<file path="src/rtl/mem_pkg.sv">
// Shared encodings for the load/store stage: funct3 codes, FSM states, byte-enable bases.
package mem_pkg;

    localparam logic [2:0] MEM_LB  = 3'b000;
    localparam logic [2:0] MEM_LH  = 3'b001;
    localparam logic [2:0] MEM_LW  = 3'b010;
    localparam logic [2:0] MEM_LBU = 3'b100;
    localparam logic [2:0] MEM_LHU = 3'b101;

    localparam logic [3:0] WSTRB_B = 4'b0001;
    localparam logic [3:0] WSTRB_H = 4'b0011;
    localparam logic [3:0] WSTRB_W = 4'b1111;

    typedef enum logic [1:0] {
        S_IDLE = 2'd0,
        S_REQ  = 2'd1,
        S_RSP  = 2'd2,
        S_DONE = 2'd3
    } mem_state_e;

endpackage

</file>
<file path="src/rtl/mem_align.sv">
// Combinational datapath: access legality, store lane steering, load extraction/extension.
module mem_align
    import mem_pkg::*;
(
    input  logic [2:0]  chk_op_i,
    input  logic [1:0]  chk_off_i,
    input  logic        chk_we_i,
    output logic        fault_o,
    input  logic [2:0]  op_i,
    input  logic [1:0]  off_i,
    input  logic [31:0] wdata_i,
    input  logic [31:0] rdata_i,
    output logic [3:0]  wstrb_o,
    output logic [31:0] wdata_o,
    output logic [31:0] ldata_o
);

    logic [31:0] rd_shift;

    // Unsigned variants (op[2]) only exist for loads, so a store with op[2] is illegal.
    always_comb begin
        fault_o = 1'b0;
        case (chk_op_i)
            MEM_LB, MEM_LBU: fault_o = chk_we_i && chk_op_i[2];
            MEM_LH, MEM_LHU: fault_o = chk_off_i[0] || (chk_we_i && chk_op_i[2]);
            MEM_LW:          fault_o = |chk_off_i;
            default:         fault_o = 1'b1;
        endcase
    end

    always_comb begin
        wstrb_o = WSTRB_W;
        wdata_o = wdata_i;
        case (op_i[1:0])
            2'b00: begin
                wstrb_o = WSTRB_B << off_i;
                wdata_o = {4{wdata_i[7:0]}};
            end
            2'b01: begin
                wstrb_o = off_i[1] ? (WSTRB_H << 2) : WSTRB_H;
                wdata_o = {2{wdata_i[15:0]}};
            end
            default: ;
        endcase
    end

    assign rd_shift = rdata_i >> {off_i, 3'b000};

    always_comb begin
        ldata_o = rdata_i;
        case (op_i)
            MEM_LB:  ldata_o = {{24{rd_shift[7]}}, rd_shift[7:0]};
            MEM_LBU: ldata_o = {24'd0, rd_shift[7:0]};
            MEM_LH:  ldata_o = {{16{rd_shift[15]}}, rd_shift[15:0]};
            MEM_LHU: ldata_o = {16'd0, rd_shift[15:0]};
            default: ;
        endcase
    end

endmodule

</file>
<file path="src/rtl/mem_stage.sv">
// Multi-cycle load/store stage: valid/ready request, response channel, timeout abort.
module mem_stage
    import mem_pkg::*;
#(
    parameter int TIMEOUT = 255,
    parameter int CNT_W   = 8
) (
    input  logic        clk,
    input  logic        rst,
    input  logic        start,
    input  logic        mem_rd,
    input  logic        mem_wr,
    input  logic [2:0]  mem_op,
    input  logic [31:0] addr,
    input  logic [31:0] wdata,
    output logic        stall,
    output logic        done,
    output logic [31:0] load_data,
    output logic        misalign,
    output logic        bus_err,
    output logic        bus_req_valid,
    input  logic        bus_req_ready,
    output logic        bus_we,
    output logic [31:0] bus_addr,
    output logic [31:0] bus_wdata,
    output logic [3:0]  bus_wstrb,
    input  logic        bus_rsp_valid,
    input  logic [31:0] bus_rdata
);

    localparam logic [CNT_W-1:0] TMO = CNT_W'(TIMEOUT);

    mem_state_e       state_q;
    logic [CNT_W-1:0] cnt_q, cnt_d;
    logic [31:0]      addr_q, wdata_q, load_data_q;
    logic [2:0]       op_q;
    logic             we_q, misalign_q, bus_err_q;
    logic             access, fault, expired;
    logic [3:0]       st_wstrb;
    logic [31:0]      st_wdata, ld_data;

    assign access  = start && (mem_rd || mem_wr);
    assign cnt_d   = cnt_q + 1'b1;
    assign expired = (cnt_d == TMO);

    mem_align u_align (
        .chk_op_i  (mem_op),
        .chk_off_i (addr[1:0]),
        .chk_we_i  (mem_wr),
        .fault_o   (fault),
        .op_i      (op_q),
        .off_i     (addr_q[1:0]),
        .wdata_i   (wdata_q),
        .rdata_i   (bus_rdata),
        .wstrb_o   (st_wstrb),
        .wdata_o   (st_wdata),
        .ldata_o   (ld_data)
    );

    always_ff @(posedge clk) begin
        if (rst) begin
            state_q     <= S_IDLE;
            cnt_q       <= '0;
            addr_q      <= '0;
            wdata_q     <= '0;
            op_q        <= '0;
            we_q        <= 1'b0;
            load_data_q <= '0;
            misalign_q  <= 1'b0;
            bus_err_q   <= 1'b0;
        end else begin
            case (state_q)
                S_IDLE: if (access) begin
                    if (fault) begin
                        misalign_q <= 1'b1;
                        state_q    <= S_DONE;
                    end else begin
                        addr_q  <= addr;
                        wdata_q <= wdata;
                        op_q    <= mem_op;
                        we_q    <= mem_wr;
                        cnt_q   <= '0;
                        state_q <= S_REQ;
                    end
                end
                // Timeout beats a same-cycle accept; the request is abandoned.
                S_REQ: begin
                    cnt_q <= cnt_d;
                    if (expired) begin
                        bus_err_q   <= 1'b1;
                        load_data_q <= '0;
                        state_q     <= S_DONE;
                    end else if (bus_req_ready) begin
                        state_q <= S_RSP;
                    end
                end
                // A response arriving on the timeout cycle still completes normally.
                S_RSP: begin
                    cnt_q <= cnt_d;
                    if (bus_rsp_valid) begin
                        load_data_q <= we_q ? 32'd0 : ld_data;
                        state_q     <= S_DONE;
                    end else if (expired) begin
                        bus_err_q   <= 1'b1;
                        load_data_q <= '0;
                        state_q     <= S_DONE;
                    end
                end
                S_DONE: begin
                    misalign_q  <= 1'b0;
                    bus_err_q   <= 1'b0;
                    load_data_q <= '0;
                    state_q     <= S_IDLE;
                end
                default: state_q <= S_IDLE;
            endcase
        end
    end

    assign stall         = (state_q == S_REQ) || (state_q == S_RSP) ||
                           ((state_q == S_IDLE) && access && !fault);
    assign done          = (state_q == S_DONE);
    assign load_data     = load_data_q;
    assign misalign      = misalign_q;
    assign bus_err       = bus_err_q;
    assign bus_req_valid = (state_q == S_REQ);
    assign bus_we        = bus_req_valid && we_q;
    assign bus_addr      = bus_req_valid ? {addr_q[31:2], 2'b00} : 32'd0;
    assign bus_wdata     = bus_we ? st_wdata : 32'd0;
    assign bus_wstrb     = bus_we ? st_wstrb : 4'd0;

endmodule

</file>
<file path="config.mk">
export PLATFORM = sky130hd
export DESIGN_NAME = mem_stage
export DESIGN_NICKNAME = d
export VERILOG_FILES = /design/src/rtl/mem_pkg.sv /design/src/rtl/mem_align.sv /design/src/rtl/mem_stage.sv
export SDC_FILE = /design/constraint.sdc
export NUM_CORES = 1
export LEC_CHECK = 0
export CORE_UTILIZATION = 40
export CTS_CLUSTER_SIZE = 10
export DETAILED_ROUTE_END_ITERATION = 7
export PLACE_DENSITY = 0.7
export REMOVE_ABC_BUFFERS = 1
export SETUP_SLACK_MARGIN = 0.05
export SLEW_MARGIN = 0
export SYNTH_ARGS = -nofsm -noshare
export SYNTH_HDL_FRONTEND = slang
export SYNTH_HIERARCHICAL = 1
export SYNTH_SLANG_ARGS = --single-unit
</file>
<file path="constraint.sdc">
create_clock -name clk -period 3.6 [get_ports clk]
set_clock_uncertainty 0.1 [all_clocks]
set_input_delay 0.72 -clock clk [delete_from_list [all_inputs] [get_ports clk]]
set_output_delay 0.72 -clock clk [all_outputs]
set_load 0.005 [all_outputs]
</file>
* Yosys cells after proc, flatten, opt, wreduce, memory -nomap -nowiden
Cells that the tools add are included.
** Storage, ports and cells
- Register bits after elaboration :: 112
- Output and inout bits :: 106
** Cells by class
- Add/subtract/negate cells :: 1
- Equality and inequality tests :: 18
- Shift-type cells :: 2
- Multiplexer cells :: 28
- Bitwise logic cells :: 1
- Reductions and logical operators :: 26
** Operators by type and width (count)
- $mux W32 :: 5
- $pmux W32 S4 :: 1
- $pmux W32 S3 :: 1
- $pmux W32 S2 :: 1
- $shr A32 B5 Y16 :: 1
- $mux W8 :: 2
- $pmux W8 S2 :: 1
- $eq A3 B3 Y1 const B :: 4
- $mux W2 :: 6
- $reduce_and A3 Y1 :: 4
- $add A8 B1 Y8 const B :: 1
- $eq A8 B8 Y1 const B :: 1
- $mux W4 :: 2
- $ne A2 B2 Y1 const B :: 4
- $pmux W2 S4 :: 1
- $pmux W4 S2 :: 1
- $reduce_or A2 Y1 :: 4
- $eq A3 B1 Y1 const B :: 2
- $logic_not A3 Y1 :: 2
- $pmux W1 S3 :: 2
- $logic_and A1 B1 Y1 :: 5
- $eq A2 B1 Y1 const B :: 2
- $eq A2 B2 Y1 const B :: 2
- $logic_not A2 Y1 :: 2
- 12 further kinds :: 19

* Logic depth before layout (Yosys ltp)
- Word-level depth :: 6
- Depth in mapped cells :: 9
- Gate-level depth less buffers :: 7

* Hierarchy
Netlist, hierarchy kept.
** Modules (own cells, without submodules)
- mem_stage :: times used 1, cells each 570, area each 4688.2 µm², sequential area each 2242.2 µm²
- mem_align :: times used 1, cells each 184, area each 1282.5 µm², sequential area each 0.0 µm²

* Worst setup path before layout
Ideal clock, no wire load.
- Path kind :: input-to-output
- Start :: in addr[0]
- End :: out stall
- Arrival :: 1673 ps
- Required time :: 2780 ps
- Slack :: 1107 ps
- Cell stages on the path :: 6
- Buffers on the path :: 1
- Cell sequence :: a221oi_1 > nor2_1 > inv_1 > nand3_1 > clkbuf_1 > nand2b_1
** On the way
- Cells in the longest elaborated chain, start to end :: 5
- Elaborated cells on any way between the ends :: 6
** RTL lines
- start: declaration :: line mem_stage.sv:14 : input logic [31:0] addr,
- $reduce_or A2 Y1 / $logic_or A1 B1 Y1 (equally long branches) :: line mem_align.sv:26, mem_align.sv:25
- $pmux W1 S3 (*) :: line mem_align.sv:23 : case (chk_op_i)
- named net fault :: line mem_stage.sv:38 : logic access, fault, expired;
- $logic_not A1 Y1 (*) :: line mem_stage.sv:121 : ((state_q == S_IDLE) && access && !fault);
- $logic_and A1 B1 Y1 (*) :: line mem_stage.sv:121
- $logic_or A1 B1 Y1 (*) :: line mem_stage.sv:120 : assign stall = (state_q == S_REQ) || (state_q == S_RSP) ||
- end: declaration :: line mem_stage.sv:16 : output logic stall,
Mark *: on every way through the listed nets, which the timed path passes. The rest lies on a longest branch.

* Final worst setup path
- Start :: in mem_op[0]
- End :: out stall
** On the way
- Cells in the longest elaborated chain, start to end :: 6
- Elaborated cells on any way between the ends :: 11
** RTL lines
- start: declaration :: line mem_stage.sv:13 : input logic [2:0] mem_op,
- $eq A3 B1 Y1, or another cell as far along :: line mem_align.sv:23
- $reduce_or A2 Y1 :: line mem_align.sv:23
- $pmux W1 S3 (*) :: line mem_align.sv:23
- named net fault :: line mem_stage.sv:38
- $logic_not A1 Y1 (*) :: line mem_stage.sv:121
- $logic_and A1 B1 Y1 (*) :: line mem_stage.sv:121
- $logic_or A1 B1 Y1 (*) :: line mem_stage.sv:120
Marks and branches as above.

==> impl_metrics.ini <==
[yosys]
synth_flop_cell = dfxtp_1
synth_top_area_share_pct = 37.6
synthTopCellsByArea = dfxtp_1 38%, nand2_1 10%, a21oi_1 7.6%, and3_1 4.5%, a22o_1 4.4%
async_flop_share_pct = 0
synth_cells = 754
syn_avg_cell_area_um2 = 7.92
yosysWarnings = 6
synth_edf_count = 0
ys_seq_elements = 112
yosysTopAreaCell = dfxtp_1
syn_area_um2 = 5970
synth_cell_types = 56
ys_seq_area_share_pct = 37.6

[hold_path]
hp-class = reg2reg
min_to = addr_q[28]$_SDFFE_PP0P_
hold_path.startpoint = addr_q[28]$_SDFFE_PP0P_
worstHoldPathCells = 2

[critical_path]
critPathLaunchType = input port
reg2reg_from = addr_q[0]$_SDFFE_PP0P_
cp_max_fo = 4
r2r_cells = 6
r2r-end = load_data[3]$_SDFFE_PP0P_
crit_type = in2out
endpoint_kind = output port
rrSetupSlack_ns = 1.25
critPathRequiredTime_ns = 2.78
crit_arrival_ns = 2.43

[cts]
cts_tree = done
cts.sinks = 112
ctsHoldBuffers = 0
path_clk_slew_ns = 0.07
cts_resized = 0
cts_made_buffers = 9
root_buffer = clkbuf_16
worstSkewPairLatency_ns = 0.35
clockBufferDepth = 2
post-cts-setup-buffers = 0
h-tree-depth = 3

[detailed_routing]
num_vias = 5831
viasPerCell = 5.27
ant_nets = 0
routedWlPerCell_um = 16.1
drtIter0Drc = 330
drtPass1Iterations = 5
drc = 0
finalWirelength_mm = 17.8

[place]
portBuffers = 209
place_inst = 1091
post-dp-hpwl_mm = 11.6
gpl.final_weighted_congestion = 0.827

[timing]
period_share_pct = 90.3
maxSlewHeadroom_pct = 41.2
slew_violations = 0
fin_crit_ns = 3.25
grt_setup_unrepaired = false
final.setup.tns_ns = 0
hold_viol = 0
worst_pin_slew_ns = 0.883
fmax_mhz = 308
setup_violations = 0

[die]
die_h_um = 124
num_rows = 44
dieArea_um2 = 15400
core_area_um2 = 14500
initial_core_util_pct = 41.1
pin_count = 212
die_x_um = 124

[grt]
antenna_found_initial = 1
gr-total-overflow = 0
grt_pass1_vias = 5478
grt_start_max_net_pins = 82
grt_pass1_wl_mm = 27.9
track_usage_pct = 23.1

[finish]
final_cell_count_no_fill = 1107
area_growth_pct = 40.5
fin_nets = 1031
antenna_cells = 0
drive_above_1_share_pct = 6.93

[job]
maxCapViolations = 0

[pwr]
irDropWorstVdd_mv = 0.366
p_leak_nw = 3.14
pwr_density_cell_nw_per_um2 = 429

[status]
run_status = finished clean
[cells in the final DEF (no fill, tap or decap), types with 3 or more instances in the layout]
cell type / Yosys / final
nand2b_1: 16 / 16
nand2_1: 164 / 164
buf_4: 13 / 9
clkinvlp_4: 0 / 3
dfxtp_1: 112 / 111
a22o_1: 30 / 30
mux2i_1: 21 / 21
a21o_1: 19 / 19
o21ai_0: 35 / 35
a21oi_1: 91 / 91
a22oi_1: 6 / 6
nor2b_1: 6 / 6
and2_1: 32 / 32
a221oi_1: 4 / 4
buf_12: 0 / 3
ha_1: 7 / 6
nor3_1: 3 / 3
nor2_1: 18 / 18
mux2_2: 18 / 18
and3_1: 43 / 43
clkbuf_16: 0 / 9
nand3_1: 6 / 5
clkdlybuf4s50_1: 0 / 208
inv_1: 11 / 11
[cell usage after synthesis, types with 2 or more instances]
master / number
nand2_1: 164
dfxtp_1: 112
a21oi_1: 91
and3_1: 43
clkbuf_1: 41
o21ai_0: 35
and2_1: 32
a22o_1: 30
mux2i_1: 21
a21o_1: 19
mux2_2: 18
nor2_1: 18
nand2b_1: 16
buf_4: 13
inv_1: 11
buf_2: 7
ha_1: 7
a22oi_1: 6
nand3_1: 6
nor2b_1: 6
a221oi_1: 4
buf_1: 4
buf_6: 4
nor3_1: 3
nor4_1: 3
a211oi_1: 2
a32oi_1: 2
nand4_1: 2
nor3_2: 2
nor3b_1: 2
o211ai_1: 2
o21a_1: 2
o21bai_1: 2
o22ai_1: 2
[kinds of logic (layout without fill, tap and decap cells)]
group,Yosys count,after routing,synth area share (%)
AND/OR/NAND/NOR,303,303,24.3
AO/OA/AOI/OAI,209,209,22.7
flip-flops,112,112,37.6
buffers and inverters,81,249,6.56
multiplexers,41,41,7.36
adder cells (fa/ha/maj),7,7,1.47
other,1,2,0.0628
[critical path, cell delays in order]
cell and delay [ns]:
clkdlybuf4s50_1 0.44, nor4_1 0.31, nor2_1 0.16, inv_1 0.12, nand3_2 0.09, nand2b_1 0.09
clkdlybuf4s50_1 0.50
[layout make-up]
type	count	area, µm²
fill	1393	6140
clock buffer	9	225
clock inverter	7	71.3
sequential	112	2240
multi-input combinational	562	3360
inverter	12	45.0
tap	184	230
timing repair buffer	221	2210
[report_power, final]
part / leakage (nW) / switching, mW / internal (mW)
Clock: 0.138 / 0.479 / 0.541
Sequential: 0.907 / 0.0832 / 1.35
Combinational: 2.10 / 0.618 / 0.521
Total: 3.14 / 1.18 / 2.42
[stage by stage]
stage / hold slack, ns / power (mW) / instance area, µm² / setup slack, ns / util, %
CTS: 0.353 / 3.63 / 8390 / 0.359 / 57.7
global route: 0.368 / 3.81 / 8390 / 0.185 / 57.7
floorplan: 0.326 / 2.06 / 5630 / 0.0316 / -
detailed placement: 0.342 / 2.60 / 8090 / 0.315 / 55.7
global placement: 0.337 / 2.60 / 8090 / 0.358 / 55.7
finish: 0.351 / 3.60 / 8390 / 0.350 / 57.7
[state kept, by name (all words and copies together) (netlist names), 2 cells and up]
name       flops
addr_q        32
load_data     32
op_q           3
cnt_q          8
wdata_q       32
state_q        2
[layer usage]
metal | track usage, % | share of wire (%)
met1 | 28.7 | 44
met2 | 37.6 | 45
met3 | 8.24 | 9.6
met4 | 6.47 | 1.5
met5 | 0 | 0.095
[worst max-delay path by stage]
stage	startpoint	endpoint	slack, ns	cells after the start
3_3_place_gp	mem_wr	cnt_q[6]$_SDFFE_PP0P_	0.36	9
4_1_cts	addr[0]	stall	0.36	7
3_5_place_dp	mem_wr	cnt_q[1]$_SDFFE_PP0P_	0.32	9
6_report	mem_op[0]	stall	0.35	7
2_1_floorplan	addr[0]	stall	0.03	5
5_1_grt	mem_op[0]	stall	0.19	7
Power figures use the tool's default switching activity.
